`src/rtl/perf_pkg.sv`:
```
// perf_pkg: shared definitions for the performance counter bank.
//   - Channel index constants for the core event map.
//   - Default channel count.
//   - sel_width(): width of a channel select, never less than one bit.
package perf_pkg;

  localparam int PERF_NUM_CH_DEFAULT = 8;

  localparam int PERF_CH_CYC  = 0;
  localparam int PERF_CH_JMP  = 1;
  localparam int PERF_CH_BCH  = 2;
  localparam int PERF_CH_BED  = 3;
  localparam int PERF_CH_BUB  = 4;
  localparam int PERF_CH_LU   = 5;
  localparam int PERF_CH_HIT  = 6;
  localparam int PERF_CH_FAIL = 7;

  function automatic int sel_width(input int n);
    return (n > 1) ? $clog2(n) : 1;
  endfunction

endpackage

```
`src/rtl/perf_counter_channel.sv`:
```
// perf_counter_channel: one event counter with wrap or saturate behaviour,
// a sticky overflow flag and, when PERFCNT_SNAPSHOT_EN is defined, a
// shadow register loaded from the live count on snap.
//
// Ports:
//   clk     in   core clock
//   rst     in   asynchronous active-high reset
//   inc     in   increment request (already qualified by the global enable)
//   clr     in   synchronous clear of count and overflow flag
//   snap    in   load shadow with the pre-edge live count (snapshot build)
//   rd_val  out  value presented to the readout mux (shadow or live count)
//   ovf     out  sticky overflow flag
//
// Configuration macro: PERFCNT_SNAPSHOT_EN
module perf_counter_channel
  import perf_pkg::*;
#(
  parameter int CntBit   = 32,
  parameter int Saturate = 0
) (
  input  logic              clk,
  input  logic              rst,
  input  logic              inc,
  input  logic              clr,
  input  logic              snap,
  output logic [CntBit-1:0] rd_val,
  output logic              ovf
);

  localparam logic [CntBit-1:0] One = CntBit'(1);

  logic [CntBit-1:0] count;
  logic              at_max;

  assign at_max = &count;

  // Count stage: clear has priority over increment. Incrementing from
  // all-ones always sets the flag; wrap mode rolls to zero, saturate mode
  // simply leaves the count untouched.
  always_ff @(posedge clk or posedge rst) begin
    if (rst) begin
      count <= '0;
      ovf   <= 1'b0;
    end else if (clr) begin
      count <= '0;
      ovf   <= 1'b0;
    end else if (inc) begin
      if (at_max) begin
        ovf <= 1'b1;
        if (Saturate == 0) begin
          count <= '0;
        end
      end else begin
        count <= count + One;
      end
    end
  end

`ifdef PERFCNT_SNAPSHOT_EN
  logic [CntBit-1:0] shadow;

  // Shadow stage: samples count before this edge's update, so a
  // simultaneous clr or increment does not leak into the capture.
  // clr deliberately leaves the shadow alone.
  always_ff @(posedge clk or posedge rst) begin
    if (rst) begin
      shadow <= '0;
    end else if (snap) begin
      shadow <= count;
    end
  end

  assign rd_val = shadow;
`else
  logic unused_snap;

  assign unused_snap = snap;
  assign rd_val      = count;
`endif

endmodule

```
`src/rtl/perf_counter_bank.sv`:
```
// perf_counter_bank: parametrised bank of event counters for core
// performance statistics, with a selectable readout port, sticky overflow
// flags, wrap/saturate choice and an optional coherent snapshot.
//
// Ports:
//   clk         in   core clock
//   rst         in   asynchronous active-high reset
//   en          in   global count enable
//   evt         in   per-channel event strobes
//   clr         in   synchronous clear of counts, flags and snap_valid
//   snap        in   capture live counts into the shadow bank
//   sel         in   readout channel select
//   rd_data     out  selected value (shadow in snapshot build, else live)
//   rd_ovf      out  live overflow flag of the selected channel
//   ovf         out  sticky per-channel overflow flags
//   snap_valid  out  shadow holds a capture since last reset/clear
//
// Configuration macro: PERFCNT_SNAPSHOT_EN (builds the shadow bank).
module perf_counter_bank
  import perf_pkg::*;
#(
  parameter int NumCh    = PERF_NUM_CH_DEFAULT,
  parameter int CntBit   = 32,
  parameter int Saturate = 0
) (
  input  logic                          clk,
  input  logic                          rst,
  input  logic                          en,
  input  logic [NumCh-1:0]              evt,
  input  logic                          clr,
  input  logic                          snap,
  input  logic [sel_width(NumCh)-1:0]   sel,
  output logic [CntBit-1:0]             rd_data,
  output logic                          rd_ovf,
  output logic [NumCh-1:0]              ovf,
  output logic                          snap_valid
);

  localparam int SelBit = sel_width(NumCh);

  logic [CntBit-1:0] rd_val [NumCh];

  for (genvar g = 0; g < NumCh; g++) begin : g_ch
    perf_counter_channel #(
      .CntBit   (CntBit),
      .Saturate (Saturate)
    ) u_ch (
      .clk    (clk),
      .rst    (rst),
      .inc    (en & evt[g]),
      .clr    (clr),
      .snap   (snap),
      .rd_val (rd_val[g]),
      .ovf    (ovf[g])
    );
  end

`ifdef PERFCNT_SNAPSHOT_EN
  // snap wins over clr so a combined snap+clr leaves a valid capture.
  always_ff @(posedge clk or posedge rst) begin
    if (rst) begin
      snap_valid <= 1'b0;
    end else if (snap) begin
      snap_valid <= 1'b1;
    end else if (clr) begin
      snap_valid <= 1'b0;
    end
  end
`else
  assign snap_valid = 1'b0;
`endif

  // Readout: a select beyond the last channel matches nothing and reads 0.
  always_comb begin
    rd_data = '0;
    rd_ovf  = 1'b0;
    for (int i = 0; i < NumCh; i++) begin
      if (int'(sel) == i) begin
        rd_data = rd_val[i];
        rd_ovf  = ovf[i];
      end
    end
  end

endmodule

```
`config.mk`:
```
export PLATFORM = sky130hd
export DESIGN_NAME = perf_counter_bank
export DESIGN_NICKNAME = d
export VERILOG_FILES = /design/src/rtl/perf_pkg.sv /design/src/rtl/perf_counter_channel.sv /design/src/rtl/perf_counter_bank.sv
export SDC_FILE = /design/constraint.sdc
export NUM_CORES = 1
export LEC_CHECK = 0
export BUFFER_PORTS_ARGS = -buffer_cell sky130_fd_sc_hd__buf_2
export CORE_MARGIN = 1
export CORE_UTILIZATION = 40
export CTS_BUF_LIST = sky130_fd_sc_hd__clkbuf_16
export DETAILED_ROUTE_END_ITERATION = 8
export GPL_ROUTABILITY_DRIVEN = 1
export PLACE_DENSITY = 0.65
export SETUP_SLACK_MARGIN = 0.2
export SYNTH_ARGS = -nofsm -noshare
export SYNTH_HDL_FRONTEND = slang
export SYNTH_SLANG_ARGS = --single-unit
```
`constraint.sdc`:
```
create_clock -name clk -period 12.3 [get_ports clk]
set_input_delay 1.23 -clock clk [delete_from_list [all_inputs] [get_ports clk]]
set_output_delay 1.23 -clock clk [all_outputs]
set_load 0.005 [all_outputs]
```
==> metrics.md, run 1 <==
| Metric | Value |
|---|---|
| IO Count | `58` |
| CP endpoint | `rd_data[2]` |
| Vias per inst | `6.03` |
| CTS tree | `yes` |
| Clk root buf | `clkbuf_16` |
| Seq cells post-synth | `264` |
| RSZ-0062 raised after global routing | `false` |
| Async set-reset flop share out of synthesis | `100%` |
| Clock latency on the worst-skew pair | `0.60 ns` |
| Worst-Margin Slew | `1.23 ns` |
| Syn Nets | `1776` |
| Final Skew | `0.0374 ns` |
| Worst r2r src | `g_ch[7].u_ch.rd_val[11]` |
| Hold WC Path Type | `reg -> reg` |
| Synthesized cell area | `15800 µm²` |
| Max Buffers Root-to-Sink | `3` |
| Layout net count | `1784` |
| Tmin final | `5.27 ns` |
| Worst-path fanout max | `43` |
| Final Hold Violating Endpoints | `0` |
| Place WS | `7.26 ns` |
| Pleak | `7.05 nW` |
| Seq/Total Area, Yosys | `41.9%` |
| Number of port buffers | `55` |
| Slew headroom | `17.4%` |
| # clock sinks | `264` |
| Clock slew at reported path FFs | `0.06 ns` |
| EDFF count, synth | `0` |
| First-pass GRT wire length | `74.7 mm` |
| Setup violations, final | `0` |
| PD cells | `112 nW/µm²` |
| GR Overflow Total | `0` |
| Critical R2R Capture | `g_ch[7].u_ch.rd_val[28]` |
| Max Cap Viol | `0` |
| Storage element area | `6610 µm²` |
| DP Wirelength | `33.9 mm` |
| Synth area leaders | `dfrtp_1, xor2_1, nor2_1` |
| CP endpoint kind | `output port` |
| Initial antenna violation count | `0` |
| Routability Congestion | `0.919` |
| Final period util | `42.8%` |
| Die width | `200 µm` |
| Post-Syn Instances | `1752` |
| Final setup margin | `7.03 ns` |
| Post-synth cell types | `69` |
| Leading area contributor after synthesis | `dfrtp_1` |
| Crit path launch | `sel[0]` |
| CTS H-tree lvls | `1` |
| Max VDD drop | `0.109 mV` |
| # rows | `72` |
| Fmax achieved | `190 MHz` |
| Crit path required time | `11.07 ns` |
| Initial core utilization | `40.7%` |
| Slew Limit Fails | `0` |
| Yosys warning total | `0` |
| All-Layer GR Usage | `23.4%` |
| R2R Setup Slk | `9.50 ns` |
| Die Ht | `200 µm` |
| # hold bufs at CTS | `0` |
| Status | `finished clean` |
| Inserted Clock Buffers | `30` |
| Hold Path Stages | `1` |
| Core area | `38700 µm²` |
| Via count | `13900` |
| # fillers | `3812` |
| Post-CTS Resized | `0` |
| Worst R2R Path Depth | `5` |
| Main flop type after synthesis | `dfrtp_1` |
| Vias in the first global route | `12900` |
| Crit path DAT | `4.04 ns` |
| Antenna Nets Post-Route | `0` |
| Most instantiated library cell after synthesis | `nor2_1` |
| Drc violations | `0` |
| Maximum number of pins on one net before global-route repair | `121` |
| WL final | `47.8 mm` |
| Ant. Diodes | `0` |
| Top post-synthesis cells by count | `nor2_1, dfrtp_1, nand2_1` |
| Setup repair bufs after CTS | `0` |
| Yosys top cell area share | `41.9%` |
| Area delta synth->final | `10.8%` |
| 1st-pass router iterations | `5` |
| Die footprint | `40200 µm²` |
| DR WL/cell | `20.8 µm` |
| Setup Crit Path Kind | `in -> out` |
| Post-synthesis average cell area | `8.99 µm²` |
| Area of the multi-input gates | `8620 µm²` |
| Setup_tns | `0 ns` |
| CP Launch Type | `input port` |
| First DRT Iteration DRCs | `1219` |
| Share of cells above drive strength 1 | `11.6%` |
## final cells by class
type | count | share of cell area [%]
tap | 518 | 3.71
multi-input combinational | 1365 | 49.4
clock buffer | 30 | 4.30
clock inverter | 26 | 1.71
inverter | 24 | 0.559
sequential | 264 | 37.9
timing repair buffer | 75 | 2.45
## critical path, cell delays in order
cell	delay, ns
buf_2	0.08
buf_4	0.42
inv_2	0.42
nor2_1	0.60
buf_4	0.35
a221oi_1	0.18
o21ai_0	0.50
buf_2	0.21
## kinds of logic (layout without fill, tap and decap cells)
family          after synthesis  count (layout)  synth area share (%)
flops                       264             264                  41.9
mux                          64              64                  4.66
other cells                   1               1                0.0238
compound gates              256             256                  11.4
xor+xnor                    202             202                  11.2
buf+inv                     123             155                  3.35
fa+ha+maj                     8               8                 0.635
simple gates                834             834                  26.8
## metrics by stage
stage	std cells	utilization [%]	hold slack (ns)	area, µm²	total power, mW
3_3_place_gp	2246	42.3	0.524	16400	1.01
5_1_grt	2302	45.0	0.557	17500	2.01
4_1_cts	2302	45.0	0.535	17500	1.97
6_report	2302	45.0	0.535	17500	1.96
2_1_floorplan	1752	-	0.467	15800	0.964
3_5_place_dp	2246	42.3	0.518	16400	1.01
## cell usage in the layout, fill, tap and decap left out, types with 7 or more instances in the layout
cell	instances
nor2_1	277
clkinv_2	11
xor2_1	122
inv_1	20
nor4_1	32
ha_1	8
a31oi_1	10
mux2_2	55
xnor2_1	80
dfrtp_1	264
clkinv_1	8
or3_1	16
clkbuf_16	30
o21ai_0	58
a21o_1	7
buf_2	54
buf_4	21
and3_1	36
a22oi_1	36
and2_1	21
and4_1	29
a21oi_1	33
a221oi_1	53
nand2_1	123
mux2i_1	7
nor3_1	44
nand4_1	95
nand3_1	108
## power by group
group / internal [mW] / leakage, nW / switching, mW / total (mW)
registers: 0.872 / 3.68 / 0.00497 / 0.877
clock network: 0.571 / 0.520 / 0.391 / 0.962
logic: 0.0274 / 2.85 / 0.0896 / 0.117
## routing by layer
| layer | wire [µm] | up-vias | global-route usage, % |
|---|---|---|---|
| met4 | 1570 | 0 | 7.74 |
| met3 | 3110 | 88 | 3.64 |
| li1 | - | 6361 | - |
| met1 | 21100 | 6922 | 33.0 |
| met2 | 22000 | 508 | 36.6 |
| met5 | 0 | - | 0 |
## sequential cells by signal, indices dropped and copies added, names as in the netlist
signal            cells
g_ch.u_ch.ovf         8
g_ch.u_ch.rd_val    256
## worst min path at each step
stage                                        from                      end
after floorplan           g_ch[1].u_ch.rd_val[29]  g_ch[1].u_ch.rd_val[29]
after global placement    g_ch[1].u_ch.rd_val[29]  g_ch[1].u_ch.rd_val[29]
after detailed placement  g_ch[1].u_ch.rd_val[29]  g_ch[1].u_ch.rd_val[29]
after CTS                 g_ch[1].u_ch.rd_val[29]  g_ch[1].u_ch.rd_val[29]
after global routing      g_ch[1].u_ch.rd_val[29]  g_ch[1].u_ch.rd_val[29]
final                     g_ch[1].u_ch.rd_val[29]  g_ch[1].u_ch.rd_val[29]
(Power assumes the default switching activity.)
==> inputs of run 2 (changes only) <==
PLACE_DENSITY = 0.67   (was 0.65)
clock period = 4.8 ns   (was 12.3 ns; I/O delays follow)
==> metrics.md, run 2 (synthesized netlist as in run 1, its figures left out) <==
| Metric | Value |
|---|---|
| Worst R2R Path Depth | `5 (unchanged)` |
| Share of cells above drive strength 1 | `11.5% (-0.13 points)` |
| Worst path depth | `7 (-1)` |
| All-Layer GR Usage | `23.5% (+0.11 points)` |
| P_int | `3.50 mW (+140%)` |
| Clock slew at reported path FFs | `0.05 ns (about the same)` |
| Area delta synth->final | `10.2%` |
| GR Overflow Total | `0 (unchanged)` |
| DP Wirelength | `34.0 mm (+0.52%)` |
| Commonest non-fill, non-tap cell in the layout | `nor2_1` |
| Routability Congestion | `0.957 (+4.2%)` |
| Slew headroom | `11.6% (-5.8 points)` |
| PD cells | `272 nW/µm² (+140%)` |
| Critical path's most frequent cell | `buf_4` |
| Hold WC Path Type | `in -> async` |
| Setup_tns | `0 ns (unchanged)` |
| Most frequent cells in the layout | `nor2_1, dfrtp_1, nand2_1` |
| Final Hold Violating Endpoints | `0 (unchanged)` |
| Layout net count | `1788 (+0.22%)` |
| Number of port buffers | `55 (unchanged)` |
| CP endpoint kind | `output port` |
| Setup violations, final | `0 (unchanged)` |
| # hold bufs at CTS | `0 (unchanged)` |
| Clk root buf | `clkbuf_16` |
| R2R Setup Slk | `2.02 ns (-7.48 ns)` |
| Post-route cell area | `17400 µm² (-0.47%)` |
| First DRT Iteration DRCs | `1463 (+20%)` |
| First-pass GRT wire length | `75.4 mm (+0.96%)` |
| Combinational Power Share | `6.4% (+0.4 points)` |
| CP Launch Type | `input port` |
| Setup Crit Path Kind | `in -> out` |
| Clock latency on the worst-skew pair | `0.61 ns (about the same)` |
| Area of placed instances | `16500 µm² (+0.31%)` |
| Crit path launch | `sel[1]` |
| CTS H-tree lvls | `1 (unchanged)` |
| CP endpoint | `rd_data[16]` |
| CP cell instances | `buf_4 > buf_4 > nor2_1 > buf_4 > a221oi_1 > o21ai_0 > buf_2` |
| Slew Limit Fails | `0 (unchanged)` |
| Inserted Clock Buffers | `30 (unchanged)` |
| Maximum number of pins on one net before global-route repair | `152 (+26%)` |
| Initial antenna violation count | `1 (+1)` |
| Core area | `38700 µm² (unchanged)` |
| Via count | `14000 (+1.0%)` |
| Max reg flops | `256 (unchanged)` |
| Crit path DAT | `2.91 ns (-1.13 ns)` |
| CTS tree | `yes` |
| Antenna Nets Post-Route | `0 (unchanged)` |
| Tmin final | `3.39 ns` |
| Ant. Diodes | `0 (unchanged)` |
| Max Cap Viol | `0 (unchanged)` |
| 1st-pass router iterations | `6 (+1)` |
| Vias in the first global route | `13100 (+1.3%)` |
| Setup repair bufs after CTS | `0 (unchanged)` |
| WL final | `47.5 mm (-0.60%)` |
| # rows | `72 (unchanged)` |
| Final Skew | `0.0273 ns (-0.0101 ns)` |
| RSZ-0062 raised after global routing | `false` |
| Critical R2R Capture | `g_ch[7].u_ch.rd_val[15]` |
| IO Count | `58 (unchanged)` |
| # fillers | `3808 (-0.10%)` |
| Pleak | `7.02 nW (-0.41%)` |
| Max VDD drop | `0.297 mV (+170%)` |
| Vias per inst | `6.08 (+0.91%)` |
| Bufs and invs on worst path | `4 (-1)` |
| Die width | `200 µm (unchanged)` |
| Fmax achieved | `295 MHz` |
| Flop pwr share | `47.6% (+2.8 points)` |
| Max Buffers Root-to-Sink | `3 (unchanged)` |
| Status | `finished clean` |
| Post-CTS Resized | `0 (unchanged)` |
| Psw | `1.22 mW (+150%)` |
| Die Ht | `200 µm (unchanged)` |
| Clk pwr share | `45.9% (-3.3 points)` |
| Worst-Margin Slew | `1.31 ns (+0.0865 ns)` |
| DR WL/cell | `20.6 µm (-0.73%)` |
| Crit path required time | `4.32 ns (-6.75 ns)` |
| Worst r2r src | `g_ch[7].u_ch.rd_val[11]` |
| Initial core utilization | `40.7% (unchanged)` |
| Final period util | `70.6%` |
| Worst path top cell family by delay | `buffers and inverters` |
| # clock sinks | `264 (unchanged)` |
| Die footprint | `40200 µm² (unchanged)` |
| Worst-path fanout max | `42 (-2.3%)` |
| CP peak stage delay | `0.73 ns (+0.13 ns)` |
| Switching Share | `25.9% (+1.1 points)` |
| Drc violations | `0 (unchanged)` |
| CP max stage cell | `a221oi_1` |
[run 2: power groups by stage]
| stage | clock (mW) | sequential (mW) | combinational (mW) |
|---|---|---|---|
| 2_1_floorplan | 0 | 2.28 | 0.188 |
| 3_3_place_gp | 0 | 2.29 | 0.296 |
| 3_5_place_dp | 0 | 2.29 | 0.299 |
| 4_1_cts | 2.20 | 2.25 | 0.300 |
| 5_1_grt | 2.29 | 2.25 | 0.329 |
| 6_report | 2.17 | 2.25 | 0.303 |
[run 2: cell type report]
| class | instances | area (µm²) | area share (%) |
|---|---|---|---|
| Multi-Input combinational cell | 1365 | 8620 | 49.6 |
| Sequential cell | 264 | 6610 | 38.0 |
| Clock buffer | 30 | 751 | 4.32 |
| Tap cell | 518 | 648 | 3.73 |
| Timing Repair Buffer | 79 | 483 | 2.78 |
| Clock inverter | 25 | 165 | 0.951 |
| Inverter | 24 | 93.8 | 0.540 |
[run 2: how the worst min path moves through the flow]
stage                                  from                       to  slack [ns]  depth (start not counted)
floorplan           g_ch[1].u_ch.rd_val[29]  g_ch[1].u_ch.rd_val[29]        0.47                          1
global placement     g_ch[4].u_ch.rd_val[0]   g_ch[4].u_ch.rd_val[0]        0.53                          1
detailed placement  g_ch[1].u_ch.rd_val[29]  g_ch[1].u_ch.rd_val[29]        0.53                          1
CTS                                     rst   g_ch[0].u_ch.rd_val[7]        0.18                          3
global route                            rst   g_ch[2].u_ch.rd_val[0]        0.19                          3
finish                                  rst   g_ch[2].u_ch.rd_val[0]        0.11                          3
[run 2: worst register-to-register path: cells and delay by family, from the launching register on]
kind             cells  cell delay [ns]
AO/OA/AOI/OAI        1             0.89
AND/OR/NAND/NOR      4             1.26
flip-flops           1             0.47
[run 2: layer usage]
metal	GRT usage [%]	up-vias	part of all wire, %
met1	33.2	6964	43
met2	36.5	576	46
met3	4.07	94	7.7
li1	-	6387	-
met4	7.63	2	3.3
met5	0	-	0.025
[run 2: metrics by stage]
step	setup WS [ns]	hold WS [ns]	util, %	total power [mW]	instances
finish	1.41	0.106	44.8	4.72	2305
floorplan	0.836	0.467	-	2.47	1752
global placement	1.56	0.528	42.5	2.58	2250
global route	1.24	0.187	44.8	4.86	2305
CTS	1.53	0.181	44.8	4.74	2305
detailed placement	1.54	0.528	42.5	2.59	2250
==> inputs of run 3 (changes only) <==
clock period = 2.9 ns   (was 4.8 ns; I/O delays follow)
==> metrics.md, run 3 (synthesized netlist as in run 1, its figures left out) <==
| Metric | Value |
|---|---|
| CP endpoint kind | `output port` |
| Bufs and invs on worst path | `1 (-3)` |
| Crit path DAT | `2.38 ns (-0.53 ns)` |
| Number of port buffers | `55 (unchanged)` |
| Core area | `38700 µm² (unchanged)` |
| Initial antenna violation count | `2 (+1)` |
| CP Launch Type | `flop` |
| PD cells | `449 nW/µm² (+65%)` |
| CP cell instances | `mux2_2 > a221oi_1 > o21ai_0 > buf_2` |
| # rows | `72 (unchanged)` |
| Max Buffers Root-to-Sink | `3 (unchanged)` |
| Most frequent cells in the layout | `nor2_1, dfrtp_1, nand2_1` |
| RSZ-0062 raised after global routing | `false` |
| CTS tree | `yes` |
| CP peak stage delay | `0.58 ns (-0.15 ns)` |
| Tmin final | `2.67 ns` |
| Commonest non-fill, non-tap cell in the layout | `nor2_1` |
| 1st-pass router iterations | `5 (-1)` |
| Worst-Margin Slew | `0.745 ns (-0.569 ns)` |
| Area of the multi-input gates | `8650 µm² (+0.32%)` |
| All-Layer GR Usage | `24.0% (+0.53 points)` |
| GR Overflow Total | `0 (unchanged)` |
| Setup violations, final | `0 (unchanged)` |
| Via count | `14200 (+0.99%)` |
| Final period util | `92.2%` |
| Die width | `200 µm (unchanged)` |
| Slew Limit Fails | `0 (unchanged)` |
| DR WL/cell | `20.8 µm (+0.96%)` |
| Vias in the first global route | `13300 (+1.4%)` |
| Max VDD drop | `0.485 mV (+63%)` |
| DP Wirelength | `35.1 mm (+3.0%)` |
| Worst-path fanout max | `4 (-90%)` |
| Fin Hold WS | `-0.0101 ns (-0.116 ns)` |
| R2R Setup Slk | `0.48 ns (-1.54 ns)` |
| Initial core utilization | `40.7% (unchanged)` |
| Slew headroom | `50.3% (+39 points)` |
| Die Ht | `200 µm (unchanged)` |
| WL final | `48.7 mm (+2.5%)` |
| Crit path required time | `2.61 ns (-1.71 ns)` |
| CP max stage cell | `a221oi_1` |
| Final setup margin | `0.227 ns (-1.18 ns)` |
| Drc violations | `0 (unchanged)` |
| Violated checks | `negative hold slack` |
| First DRT Iteration DRCs | `1298 (-11%)` |
| Die footprint | `40200 µm² (unchanged)` |
| # clock sinks | `264 (unchanged)` |
| Pleak | `7.24 nW (+3.2%)` |
| Post-route cell area | `17700 µm² (+2.1%)` |
| # fillers | `3810 (+0.053%)` |
| Max reg flops | `256 (unchanged)` |
| Layout net count | `1825 (+2.1%)` |
| Worst path top cell family by delay | `compound AO/OA/AOI/OAI gates` |
| CTS H-tree lvls | `1 (unchanged)` |
| Final Hold Violating Endpoints | `33 (+33)` |
| Clk root buf | `clkbuf_16` |
| Routability Congestion | `0.944 (-1.4%)` |
| Setup_tns | `0 ns (unchanged)` |
| First-pass GRT wire length | `76.7 mm (+1.7%)` |
| # hold bufs at CTS | `0 (unchanged)` |
| Vias per inst | `6.05 (-0.56%)` |
| Clock latency on the worst-skew pair | `0.59 ns (-0.02 ns)` |
| Place WS | `0.344 ns (-1.20 ns)` |
| Inserted Clock Buffers | `30 (unchanged)` |
| Max Cap Viol | `0 (unchanged)` |
| Storage element area | `6610 µm² (unchanged)` |
| Share of cells above drive strength 1 | `13.1% (+1.6 points)` |
| Fmax achieved | `374 MHz` |
| Final Skew | `0.0307 ns (+0.00343 ns)` |
| IO Count | `58 (unchanged)` |
| Ant. Diodes | `0 (unchanged)` |
| Antenna Nets Post-Route | `0 (unchanged)` |
| Status | `finished with violations` |
| Hold WC Path Type | `in -> async` |
| Area delta synth->final | `12.5%` |
| Area of placed instances | `16800 µm² (+1.9%)` |
| Maximum number of pins on one net before global-route repair | `94 (-38%)` |
| Clock slew at reported path FFs | `0.06 ns (about the same)` |
| Setup Crit Path Kind | `reg -> out` |
run 3: cell types whose count changed in the layout (fill, tap and decap cells not counted), sizes merged:
| cell | previous run | this run |
|---|---|---|
| clkinv | 18 | 16 |
| inv | 27 | 28 |
| bufinv | 1 | 3 |
| clkinvlp | 3 | 1 |
| buf | 79 | 116 |
run 3: where the power goes:
| group | switching [mW] | internal [mW] | leakage (nW) |
|---|---|---|---|
| combinational | 0.394 | 0.150 | 3.08 |
| clock | 1.57 | 2.12 | 0.478 |
| sequential | 0.0228 | 3.70 | 3.68 |
run 3: path summary, 6_finish.rpt:
check,from,end,cells after the start
worst max-delay path,g_ch[0].u_ch.rd_val[6],rd_data[6],4
worst min-delay path,rst,g_ch[0].u_ch.rd_val[23],3
worst max register to register,g_ch[3].u_ch.rd_val[14],g_ch[3].u_ch.rd_val[21],5
worst min register to register,g_ch[1].u_ch.rd_val[29],g_ch[1].u_ch.rd_val[29],1
max in group asynchronous,rst,g_ch[6].u_ch.rd_val[25],3
min in group clk,evt[5],g_ch[5].u_ch.rd_val[28],3
run 3: final cells by class:
type | instances | share of cell area (%)
Multi-Input combinational cell | 1365 | 48.8
Sequential cell | 264 | 37.3
Timing Repair Buffer | 116 | 4.50
Clock buffer | 30 | 4.23
Tap cell | 518 | 3.66
Clock inverter | 24 | 1.04
Inverter | 24 | 0.529
run 3: metal layers:
metal	up-vias	part of all wire [%]	track usage (%)
li1	6462	-	-
met1	6948	42	33.6
met2	642	45	36.8
met3	110	8.4	4.32
met4	0	4.2	9.68
met5	-	0	0
run 3: timing repair:
item                       in CTS  in global routing
setup buffers                   0                  0
setup endpoints to repair       0                 28
gates resized for setup         0                  4
run 3: tightest hold or removal path, delay by kind of cell:
kind                   cells  cell delay, ns
buffers and inverters      3            0.66
run 3: metrics by stage:
stage	power [mW]	utilization (%)	instances	hold WS (ns)
2_1_floorplan	4.09	-	1752	0.467
3_3_place_gp	4.31	43.3	2287	0.519
3_5_place_dp	4.32	43.3	2287	0.517
4_1_cts	8.00	45.7	2341	0.0101
5_1_grt	8.22	45.8	2341	0.0210
6_report	7.96	45.8	2341	-0.0101
